==> src/rtl/ntt_butterfly_sequencer_if.sv <==
// Butterfly output bus: operand addresses, twiddle index and stage markers,
// carried with a valid/ready handshake from the sequencer to the fetch stage.
interface ntt_butterfly_sequencer_if #(
    parameter int LOG_N = 8
);
    localparam int SW = $clog2(LOG_N);

    logic             out_valid;
    logic             out_ready;
    logic [LOG_N-1:0] addr_a;
    logic [LOG_N-1:0] addr_b;
    logic [LOG_N-2:0] tw_idx;
    logic [SW-1:0]    stage;
    logic             stage_last;
    logic             final_flag;

    modport master (
        output out_valid,
        output addr_a,
        output addr_b,
        output tw_idx,
        output stage,
        output stage_last,
        output final_flag,
        input  out_ready
    );

    modport slave (
        input  out_valid,
        input  addr_a,
        input  addr_b,
        input  tw_idx,
        input  stage,
        input  stage_last,
        input  final_flag,
        output out_ready
    );
endinterface

==> src/rtl/ntt_butterfly_sequencer.sv <==
// Address and twiddle sequencer for an iterative radix-2 Cooley-Tukey NTT.
// Walks every stage and butterfly of a 2^LOG_N point transform and presents
// one butterfly per handshake, with an optional idle gap between stages.
//
// state | meaning
// ------+---------------------------------------------------------------
// IDLE  | waiting for start; payload cleared
// RUN   | presenting butterfly (stage, b); advances on each transfer
// GAP   | inter-stage bubble of STAGE_GAP cycles, out_valid low
// DONE  | one-cycle done pulse, then back to IDLE
module ntt_butterfly_sequencer #(
    parameter int LOG_N     = 8,
    parameter int STAGE_GAP = 4
) (
    input  logic clk,
    input  logic rst_n,
    input  logic start,
    input  logic abort,
    output logic busy,
    output logic done,
    ntt_butterfly_sequencer_if.master bus
);
    localparam int SW = $clog2(LOG_N);
    localparam int GW = (STAGE_GAP > 1) ? $clog2(STAGE_GAP) : 1;

    localparam logic [LOG_N-2:0] B_LAST     = '1;
    localparam logic [SW-1:0]    STAGE_LAST = SW'(LOG_N - 1);
    // Gap timer is a down-counter loaded with STAGE_GAP-1 and left at zero.
    localparam logic [GW-1:0]    GAP_LOAD   = GW'((STAGE_GAP > 0) ? (STAGE_GAP - 1) : 0);

    typedef enum logic [1:0] {
        S_IDLE = 2'd0,
        S_RUN  = 2'd1,
        S_GAP  = 2'd2,
        S_DONE = 2'd3
    } state_t;

    state_t           state_q, state_d;
    logic [LOG_N-2:0] b_q, b_d;
    logic [SW-1:0]    stage_q, stage_d;
    logic [GW-1:0]    gap_q, gap_d;
    logic             xfer;

    logic [LOG_N-1:0] b_ext;
    logic [LOG_N-1:0] half;
    logic [LOG_N-1:0] lo_mask;
    logic [LOG_N-1:0] j_val;
    logic [LOG_N-1:0] grp;
    logic [LOG_N-1:0] addr_a_d;
    logic [LOG_N-1:0] addr_b_d;
    logic [LOG_N-2:0] tw_d;
    logic             stage_last_d;
    logic             final_d;
    logic             active_d;

    logic [LOG_N-1:0] addr_a_q;
    logic [LOG_N-1:0] addr_b_q;
    logic [LOG_N-2:0] tw_q;
    logic [SW-1:0]    stage_out_q;
    logic             stage_last_q;
    logic             final_q;

    // out_valid is a pure state decode, so a transfer is valid-in-RUN and ready.
    assign xfer = (state_q == S_RUN) && bus.out_ready;

    // State, butterfly counter, stage counter and gap timer registers.
    always_ff @(posedge clk or negedge rst_n) begin
        if (!rst_n) begin
            state_q <= S_IDLE;
            b_q     <= '0;
            stage_q <= '0;
            gap_q   <= '0;
        end else begin
            state_q <= state_d;
            b_q     <= b_d;
            stage_q <= stage_d;
            gap_q   <= gap_d;
        end
    end

    // Next-state and counter update; abort overrides everything else.
    always_comb begin
        state_d = state_q;
        b_d     = b_q;
        stage_d = stage_q;
        gap_d   = gap_q;
        if (abort) begin
            state_d = S_IDLE;
            b_d     = '0;
            stage_d = '0;
            gap_d   = '0;
        end else begin
            case (state_q)
                S_IDLE: begin
                    if (start) begin
                        state_d = S_RUN;
                        b_d     = '0;
                        stage_d = '0;
                    end
                end
                S_RUN: begin
                    if (xfer) begin
                        if (b_q != B_LAST) begin
                            b_d = b_q + 1'b1;
                        end else if (stage_q != STAGE_LAST) begin
                            b_d     = '0;
                            stage_d = stage_q + 1'b1;
                            if (STAGE_GAP == 0) begin
                                state_d = S_RUN;
                            end else begin
                                state_d = S_GAP;
                                gap_d   = GAP_LOAD;
                            end
                        end else begin
                            state_d = S_DONE;
                            b_d     = '0;
                            stage_d = '0;
                        end
                    end
                end
                S_GAP: begin
                    if (gap_q == '0) begin
                        state_d = S_RUN;
                    end else begin
                        gap_d = gap_q - 1'b1;
                    end
                end
                S_DONE: begin
                    state_d = S_IDLE;
                end
                default: begin
                    state_d = S_IDLE;
                end
            endcase
        end
    end

    // Butterfly payload for the next (b, stage); only changes when b/stage do.
    always_comb begin
        b_ext        = {1'b0, b_d};
        half         = LOG_N'(1) << stage_d;
        lo_mask      = half - LOG_N'(1);
        j_val        = b_ext & lo_mask;
        grp          = b_ext >> stage_d;
        addr_a_d     = ((grp << stage_d) << 1) + j_val;
        addr_b_d     = addr_a_d + half;
        // j < half <= N/2, so it fits the twiddle width before the shift.
        tw_d         = j_val[LOG_N-2:0] << (STAGE_LAST - stage_d);
        stage_last_d = (b_d == B_LAST);
        final_d      = stage_last_d && (stage_d == STAGE_LAST);
        active_d     = (state_d == S_RUN) || (state_d == S_GAP);
    end

    // Registered payload, cleared whenever the sequencer is not mid-transform.
    always_ff @(posedge clk or negedge rst_n) begin
        if (!rst_n) begin
            addr_a_q     <= '0;
            addr_b_q     <= '0;
            tw_q         <= '0;
            stage_out_q  <= '0;
            stage_last_q <= 1'b0;
            final_q      <= 1'b0;
        end else if (active_d) begin
            addr_a_q     <= addr_a_d;
            addr_b_q     <= addr_b_d;
            tw_q         <= tw_d;
            stage_out_q  <= stage_d;
            stage_last_q <= stage_last_d;
            final_q      <= final_d;
        end else begin
            addr_a_q     <= '0;
            addr_b_q     <= '0;
            tw_q         <= '0;
            stage_out_q  <= '0;
            stage_last_q <= 1'b0;
            final_q      <= 1'b0;
        end
    end

    assign bus.out_valid  = (state_q == S_RUN);
    assign bus.addr_a     = addr_a_q;
    assign bus.addr_b     = addr_b_q;
    assign bus.tw_idx     = tw_q;
    assign bus.stage      = stage_out_q;
    assign bus.stage_last = stage_last_q;
    assign bus.final_flag = final_q;
    assign busy           = (state_q != S_IDLE);
    assign done           = (state_q == S_DONE);
endmodule

==> src/flat_wrapper.sv <==
// flat-port wrapper written by rule: the top's interface ports become plain ports
module ntt_butterfly_sequencer_flat 
#(
    parameter int LOG_N     = 8,
    parameter int STAGE_GAP = 4
)
  (clk, rst_n, start, abort, busy, done, bus_out_valid, bus_addr_a, bus_addr_b, bus_tw_idx, bus_stage, bus_stage_last, bus_final_flag, bus_out_ready);
  ntt_butterfly_sequencer_if #(.LOG_N(LOG_N)) bus_i ();
  input  logic clk;
  input  logic rst_n;
  input  logic start;
  input  logic abort;
  output logic busy;
  output logic done;
  output wire logic [$bits(bus_i.out_valid)-1:0] bus_out_valid;
  output wire logic [$bits(bus_i.addr_a)-1:0] bus_addr_a;
  output wire logic [$bits(bus_i.addr_b)-1:0] bus_addr_b;
  output wire logic [$bits(bus_i.tw_idx)-1:0] bus_tw_idx;
  output wire logic [$bits(bus_i.stage)-1:0] bus_stage;
  output wire logic [$bits(bus_i.stage_last)-1:0] bus_stage_last;
  output wire logic [$bits(bus_i.final_flag)-1:0] bus_final_flag;
  input wire logic [$bits(bus_i.out_ready)-1:0] bus_out_ready;
  assign bus_out_valid = bus_i.out_valid;
  assign bus_addr_a = bus_i.addr_a;
  assign bus_addr_b = bus_i.addr_b;
  assign bus_tw_idx = bus_i.tw_idx;
  assign bus_stage = bus_i.stage;
  assign bus_stage_last = bus_i.stage_last;
  assign bus_final_flag = bus_i.final_flag;
  assign bus_i.out_ready = bus_out_ready;
  ntt_butterfly_sequencer #(.LOG_N(LOG_N), .STAGE_GAP(STAGE_GAP)) u_core (.clk(clk), .rst_n(rst_n), .start(start), .abort(abort), .busy(busy), .done(done), .bus(bus_i));
endmodule
==> config.mk <==
export PLATFORM = sky130hd
export DESIGN_NAME = ntt_butterfly_sequencer_flat
export DESIGN_NICKNAME = d
export VERILOG_FILES = /design/src/rtl/ntt_butterfly_sequencer_if.sv /design/src/rtl/ntt_butterfly_sequencer.sv /design/src/flat_wrapper.sv
export SDC_FILE = /design/constraint.sdc
export NUM_CORES = 1
export LEC_CHECK = 0
export BUFFER_PORTS_ARGS = -buffer_cell sky130_fd_sc_hd__buf_2
export CAP_MARGIN = 15
export CORE_AREA = 8 8 71 98
export CTS_CLUSTER_DIAMETER = 30
export DETAILED_ROUTE_END_ITERATION = 8
export DIE_AREA = 0 0 79 106
export PLACE_DENSITY = 0.84
export REMOVE_ABC_BUFFERS = 1
export SLEW_MARGIN = 10
export SYNTH_ARGS = -nofsm -noshare
export SYNTH_HDL_FRONTEND = slang
export SYNTH_SLANG_ARGS = --single-unit
==> constraint.sdc <==
create_clock -name clk -period 4.9 [get_ports clk]
set_input_delay 0.98 -clock clk [delete_from_list [all_inputs] [get_ports clk]]
set_output_delay 0.98 -clock clk [all_outputs]
set_load 0.05 [all_outputs]
==> metrics.md, run 1 <==
| Metric | Value |
|---|---|
| Share of cells above drive strength 1 | `0.257` |
| Via density | `5.68` |
| Largest family of logic cells by synthesized area | `simple AND/OR/NAND/NOR gates` |
| Tot GR Track Use | `0.183` |
| Compound-gate portion of the synthesized area | `0.173` |
| TritonRoute pass-1 iters | `4` |
| PD cells | `193 mW/mm²` |
| First-pass GRT wire length | `12,400 µm` |
| Gr ovfl total | `0` |
| Worst Hold Slack | `512 ps` |
| Met2 usage | `0.342` |
| Root Buffer | `clkbuf_8` |
| Outcome | `completed` |
| Top_reg_cell synth | `dfrtp_1` |
| Sequential share of power | `0.548` |
| Die Y | `106 µm` |
| Starting density of the core | `0.495` |
| Worst Path Max Fanout | `3` |
| Register area | `0.00105 mm²` |
| Met3 Usage GRT | `0.0228` |
| Die width | `79 µm` |
| Switching share of total power | `0.272` |
| Leading post-synthesis cells by cell area | `dfrtp_1, ha_1, nand2_1` |
| Nets | `393` |
| Total power | `0.645 mW` |
| H-tree Lvls | `2` |
| CTS Sinks | `42` |
| Max transition margin | `0.383` |
| Max frequency | `between 0.2 and 0.25 GHz` |
| Die area | `0.00837 mm²` |
| XOR/XNOR share of the synthesized area | `0.0347` |
| Final Cycle Share | `0.970` |
| Crit end category | `flip-flop` |
| NetSw | `0.175 mW` |
| CP arrival | `4970 ps` |
| Synth Area in Simple Gates | `0.243` |
| Area growth syn-to-layout | `20.5%` |
| Max VDD drop | `about 140 µV` |
| Row count | `33` |
| Clk_skew | `5.25 ps` |
| Hold WC Path Type | `flip-flop to flip-flop` |
| CTS Buf Count | `5` |
| Fin. max-slew vios | `0` |
| Synth area leader | `dfrtp_1` |
| Synth async-reset ratio | `1.00` |
| Worst skew pair latency | `290 ps` |
| Clock slew at reported path FFs | `around 80 ps` |
| Req. time, crit path | `5120 ps` |
| Initial antenna violation count | `0` |
| Max cap viols | `0` |
| Drt drc | `0` |
| HPWL reported at the end of detailed placement | `slightly below 6000 µm` |
| Filler cells | `521` |
| Register area share after synthesis | `0.378` |
| Area of the multi-input gates | `between 0.0015 and 0.002 mm²` |
| Detailed router's first-iteration violation count | `131` |
| Gate Count Post-Synth | `around 300` |
| Yosys warnings | `0` |
| Vias in the first global route | `2,701` |
| Setup violators final | `0` |
| CTS tree | `built` |
| IO Port Bufs | `35` |
| #FFs+latches synth | `42` |
| Setup CP Type | `input pin to flip-flop` |
| Met1 usage | `0.189` |
| Final ANT Viol Nets | `0` |
| Routed len/inst | `between 15 and 20 µm` |
| Startpoint Class | `input pin` |
| Comb pwr share | `0.112` |
| Largest net degree at the start of global routing | `43` |
| EDFF count, synth | `0` |
| Multiplexer area fraction after synthesis | `0.0293` |
| Post-Route WL | `~7400 µm` |
| Top Ports | `36` |
| Synth top area share | `0.378` |
| Static Leak | `1.72 nW` |
| Flop-to-flop setup slack | `230 ps` |
| Mapped Area | `0.00278 mm²` |
| Ant diodes | `0` |
| Core box area | `0.00562 mm²` |
| Synth cell types | `65` |
| Pin slew with the least headroom to its limit | `926 ps` |
| Busiest layer in global routing | `met2` |
| Synth Area per Inst | `9.17 µm²` |
| Final hold viol count | `0` |
| Tmin final | `4750 ps` |
| # hold bufs at CTS | `0` |
| Gpl congestion | `0.958` |
| CTS max path bufs | `2` |
| Adder-cell share of the synthesized area | `0.0910` |
| Int Power | `0.470 mW` |
| Via count | `2,498` |
| Clock power share | `0.340` |
## power groups by stage
stage          Combinational, mW  Clock (mW)  Sequential (mW)
3_5_place_dp              0.0720           0            0.360
4_1_cts                   0.0723       0.226            0.354
6_report                  0.0721       0.219            0.354
3_3_place_gp              0.0701           0            0.360
2_1_floorplan             0.0310           0            0.368
5_1_grt                   0.0791       0.240            0.354
## cells in the mapped netlist (3+ instances only)
library cell and n:
dfrtp_1 42, nand2_1 28, nor2_1 27, inv_1 19
ha_1 17, a21oi_1 15, nand3_1 11, nor3_1 11
and2_1 9, mux2i_1 7, o21ai_0 7, xnor2_1 7
a21o_1 6, and3_1 6, clkbuf_1 6, nand4_1 5
a211oi_1 4, inv_2 4, nor2b_1 4, o21a_1 4
o21ai_1 4, xor2_1 4, nor4b_1 3, o211ai_1 3
or3_1 3
## placed cells by master (no fill, tap or decap), types with 4 or more instances in the layout
cell	count
inv_2	4
nand4_1	5
clkbuf_8	5
xnor2_1	7
o21ai_0	7
nand2_1	28
nor2_1	26
nor3_1	10
o21ai_1	4
o21a_1	4
and2_1	9
buf_4	34
a211oi_1	4
ha_1	16
dfrtp_1	42
nand3_1	11
xor2_1	4
a21o_1	6
and3_1	6
mux2i_1	6
a21oi_1	15
nor2b_1	4
buf_2	35
inv_1	19
## metal layers
metal	vias to the layer above	routed length, µm
li1	1205	-
met4	0	205
met2	48	4150
met1	1230	2840
met5	-	0
met3	15	215
## through the flow
step | std cells | instance area, µm² | setup slack, ps | util | setup TNS, ps
after floorplan | 293 | 2730 | -688 | - | -1350
after global placement | 430 | 3230 | -73.2 | 0.575 | -73.2
after detailed placement | 430 | 3230 | -261 | 0.575 | -385
after CTS | 438 | 3320 | 27.8 | 0.591 | 0
after global routing | 440 | 3350 | -72.5 | 0.596 | -77.2
final | 440 | 3350 | 148 | 0.596 | 0
## area by class of cell
type	instances	area share
repair buffers	69	0.129
clock inverters	3	0.00635
inverters	23	0.0258
multi-input cells	228	0.479
well taps	70	0.0262
flip-flops and latches	42	0.314
clock buffers	5	0.0206
## flip-flops by register name (all words and copies together), names as in the netlist
register               count
u_core.b_q                 7
u_core.bus.addr_a          8
u_core.bus.final_flag      1
u_core.bus.tw_idx          7
u_core.bus.stage           3
u_core.bus.addr_b          8
u_core.gap_q               2
u_core.bus.stage_last      1
u_core.state_q             2
u_core.stage_q             3
## cells by family (layout without fill, tap and decap cells)
group,after synthesis,count (layout)
mux,8,8
xor+xnor,11,11
buf+inv,33,100
fa+ha+maj,19,19
compound gates,67,67
simple gates,122,122
other cells,1,1
flops,42,42
## final timing paths
path | startpoint | end | cells past startpoint
setup / recovery | start | u_core.bus.addr_b[7] | 18
hold / removal | u_core.gap_q[1] | u_core.gap_q[1] | 1
setup reg to reg | u_core.b_q[0] | u_core.bus.addr_b[7] | 17
hold reg to reg | u_core.gap_q[1] | u_core.gap_q[1] | 1
max in group asynchronous | rst_n | u_core.bus.stage[0] | 1
min in group asynchronous | rst_n | u_core.bus.addr_b[2] | 1
## worst max-delay path: stages
cell and delay (ps):
buf_2 80, or3b_1 390, and3_1 220, mux2i_2 210, inv_2 70, nor2_2 130, nand2_1 90, ha_1 310
nor3_2 230, ha_2 240, fa_1 430, ha_1 310, a21o_1 200, a21o_1 190, a2111o_1 430, a21o_1 180
a21o_1 170, a21oi_1 110
## repair_timing
| item | CTS | global route |
|---|---|---|
| resized for setup | 0 | 4 |
| setup buffers | 0 | 2 |
| setup endpoints to repair | 0 | 2 |
| endpoints found under the hold margin | 0 | 0 |
(Power assumes the default switching activity.)
==> run 2: changes to the inputs <==
--- a/config.mk
+++ b/config.mk
@@ -5,14 +5,13 @@
 export SDC_FILE = /design/constraint.sdc
 export NUM_CORES = 1
 export LEC_CHECK = 0
-export BUFFER_PORTS_ARGS = -buffer_cell sky130_fd_sc_hd__buf_2
+export BUFFER_PORTS_ARGS = -buffer_cell sky130_fd_sc_hd__clkbuf_2
 export CAP_MARGIN = 15
 export CORE_AREA = 8 8 71 98
 export CTS_CLUSTER_DIAMETER = 30
 export DETAILED_ROUTE_END_ITERATION = 8
 export DIE_AREA = 0 0 79 106
 export PLACE_DENSITY = 0.84
-export REMOVE_ABC_BUFFERS = 1
 export SLEW_MARGIN = 10
 export SYNTH_ARGS = -nofsm -noshare
 export SYNTH_HDL_FRONTEND = slang
==> run 2 against run 1 <==
Net effect: cell count shrank 1.1%; routed wire length grew 1.5%; total power grew 0.81%; highest routed layer unchanged; sequential power is essentially flat; first-iteration DRC count grew 16%; critical endpoint unchanged; die area is the same; register-to-register slack gained 70 ps; setup slack gained 99 ps; largest cell class unchanged; fmax grew 2.1%.
==> metrics.md, run 2 (same netlist as run 1, synthesis figures left out) <==
| Metric | Value |
|---|---|
| Outcome | `completed` |
| Final Cycle Share | `0.950` |
| Top Ports | `36` |
| Most common cell after layout, fill and taps aside | `dfrtp_1` |
| Post-Route WL | `7520 µm` |
| # hold bufs at CTS | `0` |
| Most frequent cells in the layout | `dfrtp_1, clkbuf_2, buf_4` |
| Gr ovfl total | `0` |
| Max VDD drop | `approximately 130 µV` |
| CTS Sinks | `42` |
| Gpl congestion | `0.978` |
| Clk_skew | `about 8.5 ps` |
| Worst Hold Slack | `just over 500 ps` |
| Routed len/inst | `17.3 µm` |
| Vias in the first global route | `2,685` |
| Worst path cell trace | `clkbuf_2, or3b_1, and3_1, mux2i_2, inv_2, nor2_4, nand2_1, ha_1, nor3_2, ha_2, fa_1, ha_1, a21o_1, a21o_1, a2111o_1, a21o_1, a21o_1, a21oi_1` |
| Synth Net Count | `327` |
| Nets | `388` |
| PD cells | `roughly 190 mW/mm²` |
| Die area | `0.00837 mm²` |
| CTS max path bufs | `2` |
| Die Y | `between 100 and 150 µm` |
| Via density | `5.78` |
| Largest net degree at the start of global routing | `43` |
| Initial antenna violation count | `0` |
| Worst skew pair latency | `300 ps` |
| Pin slew with the least headroom to its limit | `621 ps` |
| CP arrival | `4880 ps` |
| Ant diodes | `0` |
| CTS Buf Count | `5` |
| Max stage delay cell, worst path | `fa_1` |
| Worst Path Max Fanout | `4` |
| IO Port Bufs | `35` |
| Final hold viol count | `0` |
| Root Buffer | `clkbuf_8` |
| Flop-to-flop setup slack | `300 ps` |
| Hold WC Path Type | `flip-flop to flip-flop` |
| HPWL reported at the end of detailed placement | `roughly 5900 µm` |
| Worst path most repeated cell | `a21o_1` |
| Final WS setup | `247 ps` |
| TritonRoute pass-1 iters | `4` |
| Buf/Inv on CP | `2` |
| Max cap viols | `0` |
| Startpoint Class | `input pin` |
| Via count | `2,516` |
| Row count | `33` |
| Static Leak | `1.68 nW` |
| Crit end category | `flip-flop` |
| H-tree Lvls | `2` |
| Max frequency | `~0.21 GHz` |
| Die width | `79 µm` |
| Area growth syn-to-layout | `20.5%` |
| First-pass GRT wire length | `12,600 µm` |
| Clock slew at reported path FFs | `80 ps` |
| Place WS | `-35.5 ps` |
| CTS tree | `built` |
| Setup violators final | `0` |
| Tot GR Track Use | `0.188` |
| Req. time, crit path | `around 5000 ps` |
| Final ANT Viol Nets | `0` |
| Filler cells | `512` |
| Family with the most delay on the worst path | `compound AO/OA/AOI/OAI gates` |
| Detailed router's first-iteration violation count | `between 150 and 200` |
| Share of cells above drive strength 1 | `0.255` |
| Starting density of the core | `0.495` |
| Drt drc | `0` |
| Fin. max-slew vios | `0` |
| Setup CP Type | `input pin to flip-flop` |
| Tmin final | `4650 ps` |
| Core box area | `0.00562 mm²` |
| Max transition margin | `0.586` |
| CP peak stage delay | `430 ps` |
[run 2: cell count changes in the layout (fill, tap and decap cells not counted), sizes merged]
cell / previous run / this run
buf: 69 / 29
clkbuf: 5 / 40
[run 2: report_power, final]
part / switching [mW] / internal, mW / total [mW]
clock network: 0.124 / 0.100 / 0.224
registers: 0.00516 / 0.350 / 0.355
logic: 0.0517 / 0.0199 / 0.0716
total: 0.180 / 0.470 / 0.650
[run 2: through the flow]
stage | instance area, µm² | instances | TNS [ps] | util | total power [mW]
final | 3350 | 435 | 0 | 0.596 | 0.650
after detailed placement | 3230 | 426 | -42.8 | 0.575 | 0.432
after global placement | 3230 | 426 | 0 | 0.575 | 0.430
after floorplan | 2810 | 303 | 0 | - | 0.402
after global routing | 3350 | 435 | -10.2 | 0.596 | 0.679
after CTS | 3320 | 434 | 0 | 0.591 | 0.658
[run 2: worst reg2reg max path, stage by stage (launching register included)]
cell and delay [ps]:
dfrtp_1 430, ha_1 200, ha_1 160, nand2b_1 150, or4_4 540, o22a_4 270
inv_4 70, nand2_2 50, ha_1 300, nor3_2 150, ha_2 220, fa_1 430
ha_1 300, a21o_1 190, a21o_1 190, a2111o_1 420, a21o_1 180, a21o_1 170
a21oi_1 110
[run 2: final timing paths]
kind	from	to	cells past startpoint
setup / recovery	start	u_core.bus.addr_b[7]	18
hold / removal	u_core.gap_q[1]	u_core.gap_q[1]	1
setup reg to reg	u_core.stage_q[1]	u_core.bus.addr_b[7]	18
hold reg to reg	u_core.gap_q[1]	u_core.gap_q[1]	1
max in group asynchronous	rst_n	u_core.bus.addr_b[7]	2
min in group asynchronous	rst_n	u_core.gap_q[0]	1
[run 2: timing repair]
item                       CTS  global route
buffers inserted             0             0
resized for setup            0             3
setup endpoints to repair    0             1
[run 2: final cells by class]
class                      count  area [µm²]  area share
tap                           70        87.6      0.0262
inverter                      23        88.8      0.0265
clock inverter                 3        21.3     0.00635
sequential                    42        1050       0.314
timing repair buffer          64         405       0.121
clock buffer                   5        68.8      0.0206
multi-input combinational    228        1630       0.485
[run 2: metal layers]
layer  vias up  track usage  share of wire
met5         -            0              0
met4         0       0.0918          0.040
met3        24       0.0313          0.040
met2        73        0.348           0.54
met1      1216        0.196           0.38
li1       1203            -              -
